[config.mk]
export PLATFORM = sky130hd
export DESIGN_NAME = fetch_stage
export DESIGN_NICKNAME = d
export VERILOG_FILES = /design/src/rtl/fetch_stage_pkg.sv /design/src/rtl/fetch_stage.sv
export SDC_FILE = /design/constraint.sdc
export NUM_CORES = 1
export LEC_CHECK = 0
export CAP_MARGIN = 20
export CORE_UTILIZATION = 40
export CTS_CLUSTER_SIZE = 8
export DETAILED_ROUTE_END_ITERATION = 7
export PLACE_DENSITY = 0.74
export SLEW_MARGIN = 5
export SYNTH_ARGS = -nofsm -noshare
export SYNTH_HDL_FRONTEND = slang
export SYNTH_SLANG_ARGS = --single-unit
[constraint.sdc]
create_clock -name clk -period 6 [get_ports clk]
set_input_delay 0.9 -clock clk [delete_from_list [all_inputs] [get_ports clk]]
set_output_delay 0.9 -clock clk [all_outputs]
set_load 0.005 [all_outputs]
[src/rtl/fetch_stage_pkg.sv]
// Shared constants and state encoding for the instruction-fetch stage.
package fetch_stage_pkg;

  typedef enum logic [1:0] {
    S_REQ  = 2'd0,
    S_WAIT = 2'd1,
    S_HOLD = 2'd2
  } fetch_state_e;

  localparam logic [31:0] NOP_INSTR_DEFAULT = 32'h0000_0013;
  localparam logic [31:0] RESET_PC_DEFAULT  = 32'h0000_0000;
  localparam int unsigned INSTR_BYTES       = 4;

endpackage

[src/rtl/fetch_stage.sv]
// Instruction-fetch stage: owns the PC, issues one outstanding imem request at a
// time, and drives the IF/ID pipeline register toward decode.
module fetch_stage
  import fetch_stage_pkg::*;
#(
  parameter int unsigned           WORD_SIZE = 32,
  parameter logic [WORD_SIZE-1:0]  RESET_PC  = RESET_PC_DEFAULT[WORD_SIZE-1:0],
  parameter logic [WORD_SIZE-1:0]  NOP_INSTR = NOP_INSTR_DEFAULT[WORD_SIZE-1:0]
) (
  input  logic                 clk,
  input  logic                 rst,
  input  logic                 stall,
  input  logic                 pc_src,
  input  logic [WORD_SIZE-1:0] branch_target,
  input  logic                 flush_ifid,
  output logic                 imem_req,
  output logic [WORD_SIZE-1:0] imem_addr,
  input  logic                 imem_ready,
  input  logic                 imem_rvalid,
  input  logic [WORD_SIZE-1:0] imem_rdata,
  output logic [WORD_SIZE-1:0] ifid_pc,
  output logic [WORD_SIZE-1:0] ifid_instr,
  output logic                 ifid_valid
);

  // Handshake: a request transfers on any rising edge where imem_req && imem_ready;
  // its single response is the first imem_rvalid at least one cycle later.

  fetch_state_e         state_q, state_d;
  logic [WORD_SIZE-1:0] pc_q, pc_d;
  logic [WORD_SIZE-1:0] req_pc_q, req_pc_d;
  logic                 kill_q, kill_d;
  logic                 hold_valid_q, hold_valid_d;
  logic [WORD_SIZE-1:0] hold_pc_q, hold_pc_d;
  logic [WORD_SIZE-1:0] hold_instr_q, hold_instr_d;
  logic [WORD_SIZE-1:0] ifid_pc_q, ifid_pc_d;
  logic [WORD_SIZE-1:0] ifid_instr_q, ifid_instr_d;
  logic                 ifid_valid_q, ifid_valid_d;

  logic                 accept;
  logic                 load;
  logic [WORD_SIZE-1:0] load_pc;
  logic [WORD_SIZE-1:0] load_instr;
  logic [WORD_SIZE-1:0] next_seq_pc;
  logic [WORD_SIZE-1:0] redirect_pc;
  logic                 unused_target_bits;

  assign imem_req           = (state_q == S_REQ);
  assign imem_addr          = pc_q;
  assign accept             = imem_req && imem_ready;
  assign next_seq_pc        = req_pc_q + WORD_SIZE'(INSTR_BYTES);
  assign redirect_pc        = {branch_target[WORD_SIZE-1:2], 2'b00};
  assign unused_target_bits = ^branch_target[1:0];

  assign ifid_pc    = ifid_pc_q;
  assign ifid_instr = ifid_instr_q;
  assign ifid_valid = ifid_valid_q;

  always_comb begin
    state_d      = state_q;
    pc_d         = pc_q;
    req_pc_d     = req_pc_q;
    kill_d       = kill_q;
    hold_valid_d = hold_valid_q;
    hold_pc_d    = hold_pc_q;
    hold_instr_d = hold_instr_q;
    ifid_pc_d    = ifid_pc_q;
    ifid_instr_d = ifid_instr_q;
    ifid_valid_d = ifid_valid_q;
    load         = 1'b0;
    load_pc      = req_pc_q;
    load_instr   = imem_rdata;

    case (state_q)
      S_REQ: begin
        if (accept) begin
          state_d  = S_WAIT;
          req_pc_d = pc_q;
        end
      end
      S_WAIT: begin
        if (imem_rvalid) begin
          if (kill_q) begin
            kill_d  = 1'b0;
            state_d = S_REQ;
          end else if (!stall) begin
            load    = 1'b1;
            pc_d    = next_seq_pc;
            state_d = S_REQ;
          end else begin
            hold_valid_d = 1'b1;
            hold_pc_d    = req_pc_q;
            hold_instr_d = imem_rdata;
            pc_d         = next_seq_pc;
            state_d      = S_HOLD;
          end
        end
      end
      S_HOLD: begin
        if (!stall) begin
          load         = 1'b1;
          load_pc      = hold_pc_q;
          load_instr   = hold_instr_q;
          hold_valid_d = 1'b0;
          state_d      = S_REQ;
        end
      end
      default: state_d = S_REQ;
    endcase

    // Redirect overrides whatever the normal path decided this cycle.
    if (pc_src) begin
      pc_d         = redirect_pc;
      hold_valid_d = 1'b0;
      load         = 1'b0;
      case (state_q)
        S_REQ: begin
          if (accept) begin
            state_d = S_WAIT;
            kill_d  = 1'b1;
          end else begin
            state_d = S_REQ;
          end
        end
        S_WAIT: begin
          if (imem_rvalid) begin
            state_d = S_REQ;
            kill_d  = 1'b0;
          end else begin
            state_d = S_WAIT;
            kill_d  = 1'b1;
          end
        end
        default: state_d = S_REQ;
      endcase
    end

    if (pc_src || flush_ifid) begin
      ifid_valid_d = 1'b0;
      ifid_instr_d = NOP_INSTR;
    end else if (load) begin
      ifid_pc_d    = load_pc;
      ifid_instr_d = load_instr;
      ifid_valid_d = 1'b1;
    end else if (!stall) begin
      ifid_valid_d = 1'b0;
      ifid_instr_d = NOP_INSTR;
    end
  end

  always_ff @(posedge clk) begin
    if (rst) begin
      state_q      <= S_REQ;
      pc_q         <= RESET_PC;
      req_pc_q     <= '0;
      kill_q       <= 1'b0;
      hold_valid_q <= 1'b0;
      hold_pc_q    <= '0;
      hold_instr_q <= '0;
      ifid_pc_q    <= '0;
      ifid_instr_q <= NOP_INSTR;
      ifid_valid_q <= 1'b0;
    end else begin
      state_q      <= state_d;
      pc_q         <= pc_d;
      req_pc_q     <= req_pc_d;
      kill_q       <= kill_d;
      hold_valid_q <= hold_valid_d;
      hold_pc_q    <= hold_pc_d;
      hold_instr_q <= hold_instr_d;
      ifid_pc_q    <= ifid_pc_d;
      ifid_instr_q <= ifid_instr_d;
      ifid_valid_q <= ifid_valid_d;
    end
  end

`ifndef SYNTHESIS
  // A response still in flight across reset may land in the first cycle after it.
  a_rvalid_only_when_waiting : assert property (
    @(posedge clk) disable iff (rst)
    (imem_rvalid && !$past(rst)) |-> (state_q == S_WAIT)
  ) else $error("imem_rvalid outside S_WAIT (state=%0d)", state_q);
`endif

endmodule
# After elaboration in Yosys (flattened, before gate mapping)
# Cells that the tools add are included.
dict set report word_totals {
  ff_bits 196
  in_bits 71
  word_cells 65
  out_inout_bits 98
}
dict set report classes {
  addsub 1
  eq_ne 7
  mux 33
  n_reduce_logical 12
  bitwise_logic 2
}
# op n
set op_table {}
lappend op_table {{$mux W32} 10}
lappend op_table {{$add A32 B3 Y32 const B} 1}
lappend op_table {{$mux W1} 13}
lappend op_table {{$mux W2} 6}
lappend op_table {{$reduce_and A3 Y1} 3}
lappend op_table {{$ne A3 B3 Y1 const B} 2}
lappend op_table {{$pmux W2 S3} 1}
lappend op_table {{$pmux W1 S2} 2}
lappend op_table {{$pmux W2 S2} 1}
lappend op_table {{$reduce_and A2 Y1} 2}
lappend op_table {{$reduce_bool A2 Y1} 2}
lappend op_table {{$reduce_or A2 Y1} 2}
lappend op_table {{$ne A3 B2 Y1 const B} 1}
lappend op_table {{$eq A2 B1 Y1 const B} 1}
lappend op_table {{$eq A2 B2 Y1 const B} 1}
lappend op_table {{$logic_not A2 Y1} 1}
lappend op_table {{$ne A2 B1 Y1 const B} 1}
lappend op_table {{$ne A2 B2 Y1 const B} 1}
lappend op_table {{$not A1 Y1} 2}
lappend op_table {{$logic_and A1 B1 Y1} 1}
lappend op_table {{$logic_or A1 B1 Y1} 1}

# Longest topological paths before layout
# Gate-level depths: netlist of the first run.
dict set report depth {
  depth_word 6
  depth_mapped 9
  ltp_nobuf 7
}

# Worst setup path after synthesis of the first run
# OpenSTA, ideal clock, no wires.
dict set report synth_timing {
  path_kind {in2reg}
  start {input port imem_rvalid}
  end {register ifid_pc_q[10], in the netlist ifid_pc[10]}
  required_time_ns 5.914
  n_path_buf 2
  setup_time_ns 0.086
  cell_stages 7
  arrival_time_ns 2.191
  setup_slack_ns 3.724
  path_cell_list {and3b_1 -> buf_2 -> o211ai_1 -> nor2_1 -> buf_2 -> nor2_1 -> a211oi_1}
}
dict set report synth_via {
  elab_chain_len 4
}
# item line
set synth_rtl {}
lappend synth_rtl {{start: declaration} fetch_stage.sv:19} ;# input logic imem_rvalid,
lappend synth_rtl {{$mux W1} fetch_stage.sv:82} ;# if (imem_rvalid) begin
lappend synth_rtl {{$pmux W1 S2} fetch_stage.sv:74} ;# case (state_q)
lappend synth_rtl {{$mux W1} fetch_stage.sv:112} ;# if (pc_src) begin
lappend synth_rtl {{$reduce_and A2 Y1 (no source line)} --}
lappend synth_rtl {{end signal: assignment} fetch_stage.sv:171} ;# ifid_pc_q <= ifid_pc_d;
lappend synth_rtl {{end: declaration} fetch_stage.sv:36} ;# logic [WORD_SIZE-1:0] ifid_pc_q, ifid_pc_d;
# No other way between the ends.
# A chain may end at the register's enable or synchronous reset.

# Worst setup path in the final report of the first run
dict set report layout_timing {
  start {input port stall}
  end {register ifid_pc_q[29], in the netlist ifid_pc[29]}
}
dict set report layout_via {
  elab_chain_len 6
}
# item line
set layout_rtl {}
lappend layout_rtl {{start: declaration} fetch_stage.sv:12} ;# input logic stall,
lappend layout_rtl {{$mux W1} {fetch_stage.sv:86, fetch_stage.sv:100}}
lappend layout_rtl {{$mux W1} fetch_stage.sv:83} ;# if (kill_q) begin
lappend layout_rtl {{$mux W1} fetch_stage.sv:82}
lappend layout_rtl {{$pmux W1 S2} fetch_stage.sv:74}
lappend layout_rtl {{$mux W1} fetch_stage.sv:112}
lappend layout_rtl {{$reduce_and A2 Y1 (no source line)} --}
# Several ways; a longest one is shown, not always the timed one.

==> results of run 1 <==
==> logic make-up (layout without fill, tap and decap cells) <==
| family | count (synthesis) | after routing | share of synthesized area |
|---|---|---|---|
| AOI/OAI and AO/OA | 272 | 272 | 0.202 |
| and+or+nand+nor | 459 | 459 | 0.233 |
| adders and majority gates | 5 | 5 | 0.00737 |
| muxes | 26 | 26 | 0.0308 |
| xor gates and xnor gates | 19 | 19 | 0.0196 |
| buffers and inverters | 99 | 226 | 0.0449 |
| DFF | 196 | 196 | 0.462 |
==> layer usage <==
metal | track usage | up-vias | wire, µm
met5 | 0 | - | 13
met4 | 0.0515 | 2 | 94
met3 | 0.0682 | 10 | 2110
met2 | 0.365 | 245 | 11200
met1 | 0.289 | 3704 | 10500
li1 | - | 3924 | -
==> worst max-delay path, delay by kind of cell <==
kind	cells	cell delay (ps)
buffers and inverters	2	1230
and+or+nand+nor	3	1210
AOI/OAI and AO/OA	2	540
==> power groups by stage <==
stage               logic [mW]  registers (mW)  clock network (mW)
detailed placement       0.266            1.39                   0
CTS                      0.268            1.36                1.13
global placement         0.261            1.39                   0
global route             0.294            1.36                1.18
finish                   0.267            1.36                1.10
floorplan                0.146            1.38                   0
==> Yosys cell counts, types with 6 or more instances <==
library cell | count | share of area
a21oi_1 | 139 | 0.082
dfxtp_1 | 196 | 0.46
a211oi_1 | 34 | 0.030
nor3_1 | 7 | 0.0041
buf_2 | 8 | 0.0047
o21ai_0 | 7 | 0.0041
inv_1 | 11 | 0.0049
mux2i_1 | 25 | 0.029
a31o_2 | 28 | 0.029
a22oi_1 | 30 | 0.027
nand3_1 | 6 | 0.0035
clkbuf_1 | 74 | 0.033
nand4_1 | 12 | 0.0088
o22ai_1 | 13 | 0.0096
nor2b_1 | 30 | 0.022
xor2_1 | 14 | 0.014
nand2_1 | 243 | 0.11
nor2_1 | 126 | 0.056
==> worst paths after layout <==
path                            slack (ps)    startpoint      endpoint  cells after the start
worst max-delay path                  2400         stall   ifid_pc[29]                      7
worst min-delay path                   460  hold_pc_q[1]  hold_pc_q[1]                      2
worst max register to register        3010    state_q[0]   ifid_pc[29]                      7
worst min register to register         460  hold_pc_q[1]  hold_pc_q[1]                      2
==> per-stage QoR <==
stage          area, µm²  power (mW)
2_1_floorplan       8490        1.52
3_3_place_gp       10300        1.65
4_1_cts            10900        2.75
5_1_grt            10900        2.84
6_report           10900        2.73
3_5_place_dp       10300        1.65
==> cell type report <==
class	count	share of cell area
multi-input combinational	781	0.387
sequential	196	0.360
timing repair buffer	182	0.166
clock buffer	19	0.0397
tap	270	0.0310
clock inverter	13	0.0120
inverter	12	0.00413
==> state kept, by name (all words and copies together) (netlist names) <==
register / cells
ifid_pc: 32
kill_q: 1
req_pc_q: 32
ifid_valid: 1
ifid_instr: 32
hold_instr_q: 32
imem_addr: 32
state_q: 2
hold_pc_q: 32
==> impl_metrics.py, run 1 <==
metrics = {
    "sta": {
        "holdWs_ps": 455,
        "finalCritPeriodShare": 0.600,
        "setup_viol": 0,
        "final_hold_viol_count": 0,
        "grt_setup_unrepaired": "no",
        "clock_skew_ps": 16.8,
        "drv_slew": 0,
        "worst-slew-pin-transition_ps": 1080,
        "max_slew_margin": 0.282,
        "setup_ws_ps": 2400,
        "setup_tns_ps": 0,
        "timing.fmax_mhz": 278,
        "fin_crit_ps": 3600,
    },
    "critical_path": {
        "arrival_ps": 3940,
        "slowest_stage": "nor2_4",
        "critPathCaptureType": "register",
        "slowest_delay_ps": 870,
        "crit_chain": "clkdlybuf4s50_1, nor2_1, o211ai_1, nor2_4, buf_4, nor2_1, a211oi_1",
        "required_ps": 6340,
        "critPathKind": "in -> reg",
        "crit_top_cell": "nor2_1",
        "crit_path_start_kind": "input port",
        "cp_max_fo": 46,
    },
    "layout": {
        "final_cell_count_no_fill": 1473,
        "finalNetCount": 1266,
        "mostFrequentLayoutCell": "nand2_1",
        "syn2layout_area_growth_pct": 28.5,
        "final_cell_mix": "242 x nand2_1, 196 x dfxtp_1, 164 x clkdlybuf4s50_1",
        "multi_input_area_um2": 4230,
        "seq_area_um2": 3920,
        "final_util": 0.532,
        "drive_gt1_frac": 0.0765,
        "antennaDiodeCount": 0,
        "fillers": 1965,
    },
    "drt": {
        "wl_per_cell_um": 16.2,
        "viasPerCell": 5.35,
        "vias": 7885,
        "drt-initial-drc-count": 418,
        "wl_mm": 23.9,
        "ant_nets": 0,
        "drc_errors": 0,
        "dr.pass1.iters": 5,
    },
    "floorplanning": {
        "ios": 169,
        "rows": 52,
        "die_h_um": 148,
        "initial_core_util": 0.414,
        "die_area_um2": 21800,
        "core_area_um2": 20500,
        "die_w_um": 148,
    },
    "cts": {
        "cts_hold_buf": 0,
        "cts_root_buffer": "clkbuf_16",
        "clk_latency_ps": 440,
        "cts_max_level": 4,
        "post_cts_buffers": 0,
        "cts_buffer_depth": 2,
        "cts_tree": "done",
        "post_cts_resize_count": 0,
        "path_clk_slew_ps": 80,
        "cts_inserted_buffers": 17,
        "cts_sinks": 196,
    },
    "status": {
        "status": "complete, no violations",
    },
    "placed_design": {
        "place_hpwl_mm": 15.0,
        "place_congestion": 0.816,
        "post-place-ws_ps": 2000,
        "port_buffers": 166,
        "dp.cells": 1441,
    },
    "flow_run": {
        "maxCapViolCount": 0,
    },
    "yosys": {
        "yosysSeqAreaShare": 0.462,
        "ys_ff_latch": 196,
        "synthArstFlopShare": 0,
        "synthFlopType": "dfxtp_1",
        "syn_avg_cell_area_um2": 7.89,
        "syn-num-nets": 1152,
        "synthDistinctLibCells": 51,
        "syn_inst": 1076,
        "synth_edf_count": 0,
        "ys_warn_count": 0,
        "synth_area_um2": 8490,
    },
    "pwr": {
        "intPower_mw": 2.01,
        "power_frac_seq": 0.497,
        "combPwrFrac": 0.098,
        "p_sw_frac": 0.265,
        "p_leak_nw": 3.52,
        "powerDensity_nw_per_um2": 250,
        "p_switching_mw": 0.723,
        "irDropWorstVdd_v": 0.000211,
        "p_clk_frac": 0.405,
    },
    "global_route": {
        "grt_pass1_wl_mm": 38.7,
        "grt_start_max_net_pins": 96,
        "grt_util_all_layers": 0.224,
        "antenna_found_initial": 1,
        "grt-ovfl-total": 0,
        "grt_pass1_vias": 7398,
    },
    "min_path": {
        "hold_class": "reg -> reg",
    },
}
No activity file was read; power rests on OpenSTA's default activity.
==> run 2, diff against run 1 <==
==> constraint.sdc (replaced) <==
create_clock -name clk -period 3.7 [get_ports clk]
set_input_delay 0.555 -clock clk [delete_from_list [all_inputs] [get_ports clk]]
set_output_delay 0.555 -clock clk [all_outputs]
set_load 0.005 [all_outputs]
==> run 2 against run 1 <==
Against the previous run: final cell count up 0.34%; non-clock buffer count up 5; hold slack worse by 0.50 ps; largest power group unchanged; highest routed layer unchanged.
==> impl_metrics.py, run 2 (synthesis gave the netlist of run 1 again) <==
metrics = {
    "sta": {
        "fin_crit_ps": 2820,
        "setup_ws_ps": 878,
        "max_slew_margin": 0.208,
        "clock_skew_ps": 13.1,
        "worst-slew-pin-transition_ps": 1180,
        "setup_tns_ps": 0,
        "grt_setup_unrepaired": "no",
        "setup_viol": 0,
        "finalCritPeriodShare": 0.763,
        "final_hold_viol_count": 0,
        "timing.fmax_mhz": 354,
        "drv_slew": 0,
    },
    "critical_path": {
        "critPathKind": "in -> reg",
        "arrival_ps": 3180,
        "reg2reg_slack_ps": 1070,
        "slowest_delay_ps": 940,
        "slowest_stage": "clkdlybuf4s50_1",
        "critPathCaptureType": "register",
        "required_ps": 4050,
        "cp_max_fo": 28,
        "crit_path_start_kind": "input port",
        "crit_chain": "clkdlybuf4s50_1, clkinv_1, nor2_4, buf_4, nand2_1, a21oi_1",
    },
    "cts": {
        "path_clk_slew_ps": 80,
        "cts_hold_buf": 0,
        "cts_tree": "done",
        "post_cts_resize_count": 0,
        "cts_buffer_depth": 2,
        "post_cts_buffers": 0,
        "clk_latency_ps": 430,
        "cts_root_buffer": "clkbuf_16",
        "cts_inserted_buffers": 17,
        "cts_sinks": 196,
        "cts_max_level": 4,
    },
    "drt": {
        "viasPerCell": 5.31,
        "vias": 7843,
        "wl_mm": 23.6,
        "dr.pass1.iters": 5,
        "wl_per_cell_um": 15.9,
        "drt-initial-drc-count": 474,
        "drc_errors": 0,
        "ant_nets": 0,
    },
    "floorplanning": {
        "core_area_um2": 20500,
        "die_area_um2": 21800,
        "initial_core_util": 0.414,
        "rows": 52,
        "die_w_um": 148,
        "die_h_um": 148,
        "ios": 169,
    },
    "layout": {
        "finalNetCount": 1271,
        "final_cell_mix": "242 x nand2_1, 196 x dfxtp_1, 164 x clkdlybuf4s50_1",
        "seq_area_um2": 3920,
        "syn2layout_area_growth_pct": 29.1,
        "antennaDiodeCount": 0,
        "final_util": 0.535,
        "drive_gt1_frac": 0.0803,
        "final_cell_count_no_fill": 1478,
        "multi_input_area_um2": 4220,
        "mostFrequentLayoutCell": "nand2_1",
        "fillers": 1955,
    },
    "pwr": {
        "powerDensity_nw_per_um2": 410,
        "p_leak_nw": 3.56,
        "irDropWorstVdd_v": 0.000315,
    },
    "status": {
        "status": "complete, no violations",
    },
    "global_route": {
        "grt-ovfl-total": 0,
        "antenna_found_initial": 1,
        "grt_util_all_layers": 0.217,
        "grt_pass1_wl_mm": 37.8,
        "grt_pass1_vias": 7315,
        "grt_start_max_net_pins": 141,
    },
    "flow_run": {
        "maxCapViolCount": 0,
    },
    "placed_design": {
        "place_congestion": 0.819,
        "place_hpwl_mm": 15.2,
        "port_buffers": 166,
        "post-place-ws_ps": 435,
        "dp.cells": 1446,
    },
    "min_path": {
        "hold_class": "reg -> reg",
    },
}
[run 2: cell count changes in the layout (fill, tap and decap cells not counted), sizes merged]
cell      delta
buf          +5
bufinv       +1
clkbuf       -1
clkinv       +1
clkinvlp     +1
inv          -2
[run 2: per-layer routing]
metal / GRT usage / wire [µm] / vias to the layer above
li1: - / - / 3932
met1: 0.275 / 10600 / 3661
met2: 0.364 / 10900 / 230
met3: 0.0636 / 1850 / 18
met4: 0.0474 / 195 / 2
met5: 0 / 11 / -
[run 2: final timing paths]
check                        start                to  depth (start not counted)
hold / removal    hold_instr_q[21]  hold_instr_q[21]                          2
setup / recovery             stall   hold_instr_q[0]                          6
setup reg to reg        state_q[0]       ifid_pc[10]                          7
hold reg to reg   hold_instr_q[21]  hold_instr_q[21]                          2
[run 2: through the flow]
step	instance area (µm²)	power (mW)	hold WS, ps
3_3_place_gp	10400	2.68	441
6_report	11000	4.50	455
2_1_floorplan	8490	2.47	436
3_5_place_dp	10400	2.68	446
5_1_grt	11000	4.67	470
4_1_cts	11000	4.54	458
[run 2: final cells by class]
type                       instances  area share
clock buffer                      18      0.0391
clock inverter                    14      0.0152
inverter                          12     0.00411
multi-input combinational        781       0.385
sequential                       196       0.358
tap                              270      0.0308
timing repair buffer             187       0.168
[run 2: report_power, final]
| group | internal (mW) | switching (mW) |
|---|---|---|
| clock network | 0.966 | 0.894 |
| registers | 2.15 | 0.0462 |
| logic | 0.203 | 0.234 |
[run 2: worst max-delay path: cells and delay by family]
kind,cells,cell delay (ps)
buf+inv,3,1890
simple gates,2,580
compound gates,1,140
==> run 3, diff against run 2 <==
==> constraint.sdc (replaced) <==
create_clock -name clk -period 2.93 [get_ports clk]
set_input_delay 0.4395 -clock clk [delete_from_list [all_inputs] [get_ports clk]]
set_output_delay 0.4395 -clock clk [all_outputs]
set_load 0.005 [all_outputs]
==> run 3 against run 2 <==
Against the previous run: sequential power up 26%; final cell count up 0.61%; sequential share of layout area down 0.35 points; routed wire length up 0.70%; register-to-register slack worse by 730 ps; critical path type is now reg -> reg.
==> impl_metrics.py, run 3 (synthesis gave the netlist of run 1 again) <==
metrics = {
    "layout": {
        "design_area_um2": 11100,
        "finalNetCount": 1281,
        "final_cell_count_no_fill": 1487,
        "final_cell_mix": "242 x nand2_1, 196 x dfxtp_1, 164 x clkdlybuf4s50_1",
        "antennaDiodeCount": 0,
        "syn2layout_area_growth_pct": 30.4,
        "mostFrequentLayoutCell": "nand2_1",
        "drive_gt1_frac": 0.0879,
    },
    "sta": {
        "timing.fmax_mhz": 386,
        "setup_viol": 0,
        "final_hold_viol_count": 0,
        "max_slew_margin": 0.605,
        "clock_skew_ps": 14.7,
        "holdWs_ps": 405,
        "fin_crit_ps": 2590,
        "worst-slew-pin-transition_ps": 591,
        "finalCritPeriodShare": 0.884,
        "grt_setup_unrepaired": "no",
        "drv_slew": 0,
        "setup_tns_ps": 0,
    },
    "min_path": {
        "hold_class": "in -> reg",
        "hold_depth": 2,
        "hp-start": "rst",
        "worstHoldEndpoint": "hold_instr_q[21]",
    },
    "floorplanning": {
        "initial_core_util": 0.414,
        "die_h_um": 148,
        "die_w_um": 148,
        "rows": 52,
        "die_area_um2": 21800,
        "ios": 169,
        "core_area_um2": 20500,
    },
    "critical_path": {
        "arrival_ps": 2930,
        "worstReg2RegEnd": "ifid_pc[9]",
        "timing.rr.start": "state_q[0]",
        "reg2reg_slack_ps": 340,
        "critPathCaptureType": "register",
        "critPathKind": "reg -> reg",
        "cp_max_fo": 52,
        "crit_path_start_kind": "register",
        "required_ps": 3270,
        "worstRegToRegCells": 8,
    },
    "global_route": {
        "grt_pass1_vias": 7366,
        "grt_pass1_wl_mm": 37.9,
        "grt_util_all_layers": 0.217,
        "grt-ovfl-total": 0,
        "grt_start_max_net_pins": 106,
        "antenna_found_initial": 1,
    },
    "drt": {
        "wl_per_cell_um": 16.0,
        "drt-initial-drc-count": 454,
        "drc_errors": 0,
        "viasPerCell": 5.31,
        "vias": 7897,
        "dr.pass1.iters": 5,
        "wl_mm": 23.7,
        "ant_nets": 0,
    },
    "pwr": {
        "irDropWorstVdd_v": 0.000385,
        "powerDensity_nw_per_um2": 511,
        "p_total_mw": 5.66,
        "p_leak_nw": 3.62,
    },
    "cts": {
        "cts_sinks": 196,
        "clk_latency_ps": 430,
        "cts_inserted_buffers": 17,
        "post_cts_buffers": 0,
        "path_clk_slew_ps": 80,
        "cts_hold_buf": 0,
        "cts_buffer_depth": 2,
        "cts_tree": "done",
        "post_cts_resize_count": 0,
        "cts_max_level": 4,
        "cts_root_buffer": "clkbuf_16",
    },
    "placed_design": {
        "placed_cell_area_um2": 10500,
        "place_congestion": 0.811,
        "dp.cells": 1455,
        "place_hpwl_mm": 15.2,
        "port_buffers": 166,
    },
    "status": {
        "status": "complete, no violations",
    },
    "flow_run": {
        "maxCapViolCount": 0,
    },
}
==> run 3: layer usage <==
layer  global-route usage  vias to the layer above  part of all wire
met5                    0                        -           0.00038
met4               0.0459                        2            0.0060
met3               0.0586                       15             0.078
met2                0.364                      252              0.47
met1                0.279                     3680              0.45
li1                     -                     3948                 -
==> run 3: how the worst max path moves through the flow <==
stage | start | end | cells past startpoint
6_report | state_q[0] | ifid_pc[9] | 8
5_1_grt | state_q[0] | ifid_pc[7] | 8
3_5_place_dp | stall | ifid_pc[14] | 5
3_3_place_gp | stall | ifid_pc[7] | 6
2_1_floorplan | req_pc_q[2] | imem_addr[18] | 6
4_1_cts | state_q[0] | ifid_pc[14] | 6
==> run 3: where the power goes <==
group	internal (mW)	leakage [nW]	switching, mW	total, mW
logic	0.261	1.74	0.298	0.560
clock network	1.23	0.291	1.10	2.33
registers	2.72	1.59	0.0563	2.78
total	4.21	3.62	1.45	5.66
==> run 3: worst max-delay path, stage by stage (launching register included) <==
cell	delay, ps
dfxtp_1	330
inv_1	110
ha_2	380
buf_4	510
o211ai_1	250
nor2_4	210
buf_4	370
nor2_1	70
a211oi_1	220
==> run 3: final cells by class <==
type / instances / area, µm²
fillers: 1905 / 9420
repair buffers: 197 / 1960
clock buffers: 18 / 439
well taps: 270 / 338
multi-input cells: 781 / 4220
clock inverters: 13 / 145
inverters: 12 / 45.0
flip-flops and latches: 196 / 3920
==> run 3: per-stage QoR <==
stage	worst slack, ps	util
floorplan	828	-
global placement	200	0.509
detailed placement	196	0.511
CTS	279	0.539
global route	86.3	0.540
finish	341	0.540
